File: config.mk
export PLATFORM = sky130hd
export DESIGN_NAME = switch_alloc_flat
export DESIGN_NICKNAME = d
export VERILOG_FILES = /design/src/rtl/switch_alloc_if.sv /design/src/rtl/switch_alloc.sv /design/src/flat_wrapper.sv
export SDC_FILE = /design/constraint.sdc
export NUM_CORES = 1
export LEC_CHECK = 0
export CELL_PAD_IN_SITES_DETAIL_PLACEMENT = 2
export CELL_PAD_IN_SITES_GLOBAL_PLACEMENT = 2
export CORE_ASPECT_RATIO = 2
export CORE_MARGIN = 8
export CORE_UTILIZATION = 36
export DETAILED_ROUTE_END_ITERATION = 8
export PLACE_DENSITY_LB_ADDON = 0.1
export SYNTH_ARGS = -nofsm -noshare
export SYNTH_HDL_FRONTEND = slang
export SYNTH_SLANG_ARGS = --single-unit
File: constraint.sdc
create_clock -name clk_i -period 4.9 [get_ports clk_i]
set_clock_uncertainty 0.1 [all_clocks]
set_input_delay 1.47 -clock clk_i [delete_from_list [all_inputs] [get_ports clk_i]]
set_output_delay 1.47 -clock clk_i [all_outputs]
set_load 0.01 [all_outputs]
File: src/rtl/switch_alloc_if.sv
// Allocator-facing bundle: queue-head request signals in, crossbar select and pop strobes out.
interface switch_alloc_if;
  logic [4:0]  in_valid_i;
  logic [14:0] in_dest_i;
  logic [4:0]  in_tail_i;
  logic [4:0]  out_ready_i;
  logic [4:0]  in_pop_o;
  logic [4:0]  out_valid_o;
  logic [14:0] out_sel_o;
  logic [4:0]  out_busy_o;
  logic        wdog_err_o;

  modport master (
    output in_valid_i, in_dest_i, in_tail_i, out_ready_i,
    input  in_pop_o, out_valid_o, out_sel_o, out_busy_o, wdog_err_o
  );

  modport slave (
    input  in_valid_i, in_dest_i, in_tail_i, out_ready_i,
    output in_pop_o, out_valid_o, out_sel_o, out_busy_o, wdog_err_o
  );
endinterface

File: src/rtl/switch_alloc.sv
// Round-robin wormhole switch allocator: 1-cycle grant bubble, transfers combinational while locked,
// lock held through out_ready stalls; SA_WATCHDOG_EN adds a stall watchdog that frees hung locks.
module switch_alloc #(
  parameter int NPORTS      = 5,
  parameter int WDOG_CYCLES = 255
) (
  input logic           clk_i,
  input logic           rst_i,
  switch_alloc_if.slave bus
);
  typedef enum logic {IDLE, BUSY} state_t;

  state_t            state  [NPORTS];
  logic [2:0]        owner  [NPORTS];
  logic [2:0]        rr_ptr [NPORTS];
  logic [2:0]        grant  [NPORTS];
  logic [NPORTS-1:0] req    [NPORTS];
  logic [NPORTS-1:0] grant_vld, owned, xfer, xfer_tail, wdog_rel;
  logic [NPORTS-1:0] pop, busy;
  logic [3*NPORTS-1:0] sel;

  // An input already holding a lock may not compete for another output.
  always_comb begin
    owned = '0;
    for (int o = 0; o < NPORTS; o++)
      for (int i = 0; i < NPORTS; i++)
        if (state[o] == BUSY && owner[o] == 3'(i)) owned[i] = 1'b1;
  end

  always_comb begin
    logic [3:0] idx;
    logic       cur_vld, cur_tail;
    logic [2:0] cur_dest;
    idx       = '0;
    cur_vld   = 1'b0;
    cur_tail  = 1'b0;
    cur_dest  = '0;
    grant_vld = '0;
    xfer      = '0;
    xfer_tail = '0;
    pop       = '0;
    busy      = '0;
    sel       = '0;
    for (int o = 0; o < NPORTS; o++) begin
      grant[o] = '0;
      req[o]   = '0;
      for (int i = 0; i < NPORTS; i++)
        req[o][i] = bus.in_valid_i[i] && (bus.in_dest_i[3*i +: 3] == 3'(o)) && !owned[i];
      for (int k = 0; k < NPORTS; k++) begin
        idx = {1'b0, rr_ptr[o]} + 4'(k);
        if (idx >= 4'(NPORTS)) idx = idx - 4'(NPORTS);
        if (!grant_vld[o] && req[o][idx[2:0]]) begin
          grant_vld[o] = 1'b1;
          grant[o]     = idx[2:0];
        end
      end
      cur_vld  = 1'b0;
      cur_tail = 1'b0;
      cur_dest = '0;
      for (int i = 0; i < NPORTS; i++)
        if (owner[o] == 3'(i)) begin
          cur_vld  = bus.in_valid_i[i];
          cur_tail = bus.in_tail_i[i];
          cur_dest = bus.in_dest_i[3*i +: 3];
        end
      if (state[o] == BUSY) begin
        busy[o]        = 1'b1;
        sel[3*o +: 3]  = owner[o];
        xfer[o]        = cur_vld && (cur_dest == 3'(o)) && bus.out_ready_i[o];
        xfer_tail[o]   = xfer[o] && cur_tail;
        for (int i = 0; i < NPORTS; i++)
          if (owner[o] == 3'(i) && xfer[o]) pop[i] = 1'b1;
      end
    end
  end

`ifdef SA_WATCHDOG_EN
  localparam int CW = $clog2(WDOG_CYCLES + 1);
  logic [CW-1:0] stall_cnt [NPORTS];
  logic          wdog_err;

  // Release fires on the stall cycle that brings the count up to WDOG_CYCLES.
  always_comb begin
    wdog_rel = '0;
    for (int o = 0; o < NPORTS; o++)
      wdog_rel[o] = (state[o] == BUSY) && !xfer[o] && (stall_cnt[o] == CW'(WDOG_CYCLES - 1));
  end

  always_ff @(posedge clk_i) begin
    if (rst_i) begin
      wdog_err <= 1'b0;
      for (int o = 0; o < NPORTS; o++) stall_cnt[o] <= '0;
    end else begin
      wdog_err <= |wdog_rel;
      for (int o = 0; o < NPORTS; o++)
        if (state[o] != BUSY || xfer[o]) stall_cnt[o] <= '0;
        else stall_cnt[o] <= stall_cnt[o] + 1'b1;
    end
  end

  assign bus.wdog_err_o = wdog_err;
`else
  assign wdog_rel       = '0;
  assign bus.wdog_err_o = 1'b0;
`endif

  always_ff @(posedge clk_i) begin
    if (rst_i) begin
      for (int o = 0; o < NPORTS; o++) begin
        state[o]  <= IDLE;
        owner[o]  <= '0;
        rr_ptr[o] <= '0;
      end
    end else begin
      for (int o = 0; o < NPORTS; o++) begin
        case (state[o])
          IDLE: if (grant_vld[o]) begin
            owner[o] <= grant[o];
            state[o] <= BUSY;
          end
          BUSY: if (xfer_tail[o] || wdog_rel[o]) begin
            state[o]  <= IDLE;
            rr_ptr[o] <= (owner[o] == 3'(NPORTS - 1)) ? 3'd0 : owner[o] + 3'd1;
          end
          default: state[o] <= IDLE;
        endcase
      end
    end
  end

  assign bus.in_pop_o    = pop;
  assign bus.out_valid_o = xfer;
  assign bus.out_sel_o   = sel;
  assign bus.out_busy_o  = busy;
endmodule

File: src/flat_wrapper.sv
// flat-port wrapper written by rule: the top's interface ports become plain ports
module switch_alloc_flat 
#(
  parameter int NPORTS      = 5,
  parameter int WDOG_CYCLES = 255
)
  (clk_i, rst_i, bus_in_valid_i, bus_in_dest_i, bus_in_tail_i, bus_out_ready_i, bus_in_pop_o, bus_out_valid_o, bus_out_sel_o, bus_out_busy_o, bus_wdog_err_o);
  switch_alloc_if bus_i ();
  input logic clk_i;
  input logic rst_i;
  input wire logic [$bits(bus_i.in_valid_i)-1:0] bus_in_valid_i;
  input wire logic [$bits(bus_i.in_dest_i)-1:0] bus_in_dest_i;
  input wire logic [$bits(bus_i.in_tail_i)-1:0] bus_in_tail_i;
  input wire logic [$bits(bus_i.out_ready_i)-1:0] bus_out_ready_i;
  output wire logic [$bits(bus_i.in_pop_o)-1:0] bus_in_pop_o;
  output wire logic [$bits(bus_i.out_valid_o)-1:0] bus_out_valid_o;
  output wire logic [$bits(bus_i.out_sel_o)-1:0] bus_out_sel_o;
  output wire logic [$bits(bus_i.out_busy_o)-1:0] bus_out_busy_o;
  output wire logic [$bits(bus_i.wdog_err_o)-1:0] bus_wdog_err_o;
  assign bus_i.in_valid_i = bus_in_valid_i;
  assign bus_i.in_dest_i = bus_in_dest_i;
  assign bus_i.in_tail_i = bus_in_tail_i;
  assign bus_i.out_ready_i = bus_out_ready_i;
  assign bus_in_pop_o = bus_i.in_pop_o;
  assign bus_out_valid_o = bus_i.out_valid_o;
  assign bus_out_sel_o = bus_i.out_sel_o;
  assign bus_out_busy_o = bus_i.out_busy_o;
  assign bus_wdog_err_o = bus_i.wdog_err_o;
  switch_alloc #(.NPORTS(NPORTS), .WDOG_CYCLES(WDOG_CYCLES)) u_core (.clk_i(clk_i), .rst_i(rst_i), .bus(bus_i));
endmodule
Yosys cells after proc, flatten, opt, wreduce, memory -nomap -nowiden --
Memories as Yosys holds them, arrays and structs flattened. Index checks and enable logic that the tools add are counted.
Word-level totals: register bits 0, bits in writable memories 35, input bits 32, output and inout bits 31, memories 3
Cells by class: add/subtract/negate cells 50, $lt $le $gt $ge 50, equality and inequality tests 44, multiplexer cells 342, bitwise logic cells 20, reduce and logical (&&, ||, !) cells 171
Memories:
- u_core.owner | words 5, width 3, read ports 5, clocked after memory_dff 0, wr ports 5, RTL line switch_alloc.sv:14 | logic [2:0] owner [NPORTS];
- u_core.rr_ptr | words 5, width 3, read ports 5, clocked after memory_dff 0, wr ports 5, RTL line switch_alloc.sv:15 | logic [2:0] rr_ptr [NPORTS];
- u_core.state | words 5, width 1, read ports 5, clocked after memory_dff 0, wr ports 5, RTL line switch_alloc.sv:13 | state_t state [NPORTS];
Operator list (number):
- two-way mux 3 bit | 95
- two-way mux 1 bit | 217
- logical AND 1 bit | 135
- < comparator 3 x 4 -> 1 bit, second input constant | 25
- greater-or-equal comparator 4 x 3 -> 1 bit, second input constant | 20
- binary-select mux 1 bit (select 3 bit) | 25
- subtractor 3 bit, second input constant | 25
- == test 3 x 2 -> 1 bit, second input constant | 22
- adder 3 x 2 -> 4 bit, second input constant | 10
- == test 3 x 1 -> 1 bit, second input constant | 11
- == test 3 bit, second input constant | 11
- logical NOT 3 bit | 11
- logical NOT 1 bit | 25
- two-way mux 5 bit | 5
- adder 3 x 1 -> 4 bit, second input constant | 5
- adder 3 x 3 -> 4 bit, second input constant | 5
- OR 1 bit | 20
- adder 3 x 1 -> 3 bit, second input constant | 5
- greater-or-equal comparator 3 bit, second input constant | 5

Logic depth before layout (Yosys ltp) --
An unclocked memory read counts as a cell.
depth in word-level cells 31, gate-level depth with buffers 15, mapped depth without buffers 13

Worst setup path after synthesis --
No wires, ideal clock.
path kind input-to-output, from in bus_in_dest_i[6], to out bus_in_pop_o[1], arrival 3109 ps, data required time 3330 ps, slack 221 ps, stages on the path 8, path through or4b_2 -> a21oi_1 -> a22oi_1 -> o221ai_1 -> nand3_1 -> nor2_1 -> a222oi_1 -> nand2_1
On the way: word-level cells in the longest chain between the ends 17, elaborated cells on any way between the ends 45, those cells by class eq/ne (4); mux (25); reduce/logical (16)
RTL lines:
- from (decl) | RTL line flat_wrapper.sv:12 | input wire logic [$bits(bus_i.in_dest_i)-1:0] bus_in_dest_i;
- two-way mux 3 bit (3 in a row) | RTL line switch_alloc.sv:61 | if (owner[o] == 3'(i)) begin
- logical NOT 3 bit | RTL line switch_alloc.sv:69 | xfer[o] = cur_vld && (cur_dest == 3'(o)) && bus.out_ready_i[o];
- logical AND 1 bit (2 in a row) | RTL line switch_alloc.sv:69
- logical AND 1 bit | RTL line switch_alloc.sv:72 | if (owner[o] == 3'(i) && xfer[o]) pop[i] = 1'b1;
- two-way mux 1 bit | RTL line switch_alloc.sv:72
- two-way mux 5 bit | RTL line switch_alloc.sv:66 | if (state[o] == BUSY) begin
- two-way mux 1 bit | RTL line switch_alloc.sv:72
- two-way mux 5 bit | RTL line switch_alloc.sv:66
- two-way mux 1 bit | RTL line switch_alloc.sv:72
- two-way mux 5 bit | RTL line switch_alloc.sv:66
- two-way mux 1 bit | RTL line switch_alloc.sv:72
- two-way mux 5 bit | RTL line switch_alloc.sv:66
- two-way mux 1 bit | RTL line switch_alloc.sv:72
- two-way mux 5 bit * | RTL line switch_alloc.sv:66
- to (decl) | RTL line flat_wrapper.sv:15 | output wire logic [$bits(bus_i.in_pop_o)-1:0] bus_in_pop_o;
Mark *: on every way between the ends. The rest lies on a longest branch, timed or not.

Worst setup path in the final report --
from in bus_in_valid_i[0], to out bus_in_pop_o[2]
On the way: word-level cells in the longest chain between the ends 18, elaborated cells on any way between the ends 50, those cells by class mux (35); reduce/logical (15)
RTL lines:
- from (decl) | RTL line flat_wrapper.sv:11 | input wire logic [$bits(bus_i.in_valid_i)-1:0] bus_in_valid_i;
- two-way mux 1 bit (5 in a row) | RTL line switch_alloc.sv:61
- logical AND 1 bit (2 in a row) | RTL line switch_alloc.sv:69
- logical AND 1 bit | RTL line switch_alloc.sv:72
- two-way mux 1 bit | RTL line switch_alloc.sv:72
- two-way mux 5 bit | RTL line switch_alloc.sv:66
- two-way mux 1 bit | RTL line switch_alloc.sv:72
- two-way mux 5 bit | RTL line switch_alloc.sv:66
- two-way mux 1 bit | RTL line switch_alloc.sv:72
- two-way mux 5 bit | RTL line switch_alloc.sv:66
- two-way mux 1 bit | RTL line switch_alloc.sv:72
- two-way mux 5 bit | RTL line switch_alloc.sv:66
- two-way mux 1 bit | RTL line switch_alloc.sv:72
- two-way mux 5 bit * | RTL line switch_alloc.sv:66
Marked as above.

==> results <==
power breakdown:
group,leakage (uW),internal [uW],total [uW],switching [uW]
sequential,0.000360,412,557,145
combinational,0.00376,819,2070,1250
clock,0.0000658,188,327,139
total,0.00419,1420,2950,1530
per-stage QoR:
step           setup slack [ns]  TNS [ns]  hold slack (ns)  instances
5_1_grt                 -0.2665    -1.010           0.6039       1443
6_report                -0.2190   -0.6686           0.5707       1443
4_1_cts                 -0.1011   -0.2039           0.5657       1443
2_1_floorplan            0.2215         0           0.5042       1013
3_3_place_gp             -1.024    -10.73           0.5309       1431
3_5_place_dp             -1.125    -14.45           0.5695       1431
kinds of logic (layout without fill, tap and decap cells):
group / count (synthesis) / after routing / share of synthesized area, %
buf+inv: 108 / 265 / 5.797
other cells: 1 / 1 / 0.04840
fa+ha+maj: 70 / 70 / 11.79
compound gates: 294 / 294 / 27.43
xor+xnor: 20 / 20 / 2.261
simple gates: 439 / 439 / 32.62
mux: 46 / 46 / 6.620
flops: 35 / 35 / 13.43
how the worst max path moves through the flow:
| stage | from | end | slack, ns |
|---|---|---|---|
| 2_1_floorplan | bus_in_dest_i[6] | bus_in_pop_o[1] | 0.22 |
| 3_3_place_gp | bus_in_dest_i[5] | bus_in_pop_o[2] | -1.02 |
| 4_1_cts | bus_in_valid_i[1] | bus_in_pop_o[0] | -0.10 |
| 3_5_place_dp | bus_in_valid_i[1] | bus_in_pop_o[0] | -1.12 |
| 5_1_grt | bus_in_valid_i[0] | bus_in_pop_o[2] | -0.27 |
| 6_report | bus_in_valid_i[0] | bus_in_pop_o[2] | -0.22 |
sequential cells by signal, indices dropped and copies added (netlist names):
signal         cells
u_core.owner      15
u_core.state       5
u_core.rr_ptr     15
cell usage in the layout (no fill, tap or decap), types with 10 or more instances in the layout:
master	Yosys	final
buf_4	6	121
nand2_1	66	65
ha_1	65	65
inv_1	63	61
nor2_1	60	58
a21oi_1	56	53
nor3_1	48	46
o21ai_0	47	43
edfxtp_1	34	34
and2_1	33	32
nand3_1	32	31
mux2i_1	31	31
clkdlybuf4s50_1	0	31
nand2b_1	26	26
nor2b_1	25	25
xnor2_1	20	20
a22oi_1	21	19
nand3b_1	19	19
or2_2	19	18
buf_6	1	16
a221oi_1	16	15
and3_1	16	15
nor4_1	15	14
a211oi_1	14	13
a21oi_2	10	12
or3_1	12	12
a31oi_1	11	11
buf_2	11	11
mux2_2	10	10
nor3b_1	10	10
timing repair:
action	4_1_cts	5_1_grt
setup endpoints to repair	11	9
hold buffers	0	0
gates cloned	0	0
pin swaps	25	16
gates resized for setup	156	23
setup buffers	6	0
worst max-delay path, stage by stage:
cell and delay (ns):
buf_6 0.09, buf_6 0.11, nor4bb_4 0.17, a221oi_2 0.28, a211oi_2 0.06, a21o_1 0.18
a222oi_1 0.27, buf_4 0.21, nor3_4 0.06, a222oi_1 0.29, nand2_1 0.18, buf_6 0.16
area by class of cell:
class / instances / area [um2]
clock inverter: 3 / 20.02
multi-input combinational: 870 / 6629
fill: 2451 / 11320
inverter: 65 / 244.0
timing repair buffer: 192 / 1577
sequential: 35 / 1041
clock buffer: 5 / 125.1
tap: 273 / 341.6
per-layer routing:
| layer | vias up | GRT usage [%] |
|---|---|---|
| li1 | 4187 | - |
| met1 | 4708 | 33.02 |
| met2 | 378 | 49.22 |
| met3 | 117 | 3.469 |
| met4 | 0 | 11.68 |
| met5 | - | 0 |
==> results_dict.tcl <==
set metrics [dict create \
    routed.top_layer "met4" \
    grt_setup_unrepaired "true" \
    synth_area_um2 7749 \
    ys_warn_count 0 \
    drv_cap 0 \
    wl_met1_um 15630 \
    drive_above_1_share_pct 22.14 \
    synth_top_area_share_pct 13.18 \
    nets 1271 \
    clock-root-buffer "clkbuf_16" \
    ys_seq_area_share_pct 13.43 \
    crit_type "input port to output port" \
    overflow 0 \
    cp_max_fo 4 \
    power_uw 2950 \
    cts_tree "built" \
    wire_per_inst_um 26.79 \
    r2r_setup_slack_ns 0.06 \
    violations "negative setup slack" \
    ys.flop_type "edfxtp_1" \
    ant_nets 0 \
    grtUsageTotal_pct 27.92 \
    clk_pin_slew_ns 0.06 \
    dieWidth_um 119.7 \
    setup_ws_ns -0.2190 \
    required_ns 3.33 \
    cp-end-kind "output port" \
    synth_top_cell_by_area "edfxtp_1" \
    synth_edf_count 34 \
    synthCells 1013 \
    cts.path.max_buffers 2 \
    area_growth_pct 28.76 \
    numCtsBuffers 5 \
    slew-limit-headroom_pct 9.700 \
    r2r_end "u_core.owner[0][7]$_SDFFCE_PP0P_" \
    synthMostInstantiatedCell "nand2_1" \
    ys_async_sr_fraction_pct 0 \
    antenna_found_initial 0 \
    drtIter0Drc 759 \
    die_h_um 223.5 \
    place_area_um2 9475 \
    drcViolationCount 0 \
    ioPinCount 63 \
    p_leak_uw 0.004189 \
    ys_types 87 \
    cts_sinks 35 \
    worstSkewPairLatency_ns 0.29 \
    grt_max_degree 17 \
    dpl.hpwl_um 29340 \
    vias 9390 \
    synth-seq-cells 35 \
    finish.utilization_pct 46.84 \
    port-buffer-count 61 \
    netlist_top_cells_count "nand2_1 (66), ha_1 (65), inv_1 (63)" \
    timing.final.hold_violations 0 \
    core_um2 21300 \
    worstMarginPinSlew_ns 1.355 \
    h-tree-depth 2 \
    r2r_start "u_core.owner[0][0]$_SDFFCE_PP0P_" \
    fmax_ghz 0.1953 \
    cp.arrival_ns 3.55 \
    dr_wl_met2_um 19280 \
    wl_um 38660 \
    n_antenna_cell 0 \
    dieArea_um2 26760 \
    irDropWorstVdd_mv 0.1568 \
    gp_congestion 0.9504 \
    hold_class "flop to flop" \
    wl_met3_um 2059 \
    grt_pass1_vias 10125 \
    final_area_um2 9977 \
    synth_area_leaders "edfxtp_1 (13%), ha_1 (10%), mux2i_1 (4.0%)" \
    drtPass1Iterations 6 \
    period_minus_slack_ns 5.119 \
    min_from "u_core.owner[0][12]$_SDFFCE_PP0P_" \
    hold_path_end "u_core.rr_ptr[0][12]$_SDFFCE_PP0P_" \
    p_per_area_nw_per_um2 295.6 \
    avgSynthCellArea_um2 7.649 \
    min_period_over_period_pct 104.5 \
    num_rows 76 \
    grt_pass1_wl_um 59240 \
    status "finished with violations" \
    worst_setup_path_start_kind "input port" \
    start_util_pct 36.38 \
    hold_path_depth 1 \
    syn_nets 1115 \
    worstRegToRegCells 12 \
    avgViaCountPerCell 6.507 \
    final-setup-viol-count 6 \
    drv_slew 0 \
]
Power figures use the tool's default switching activity.
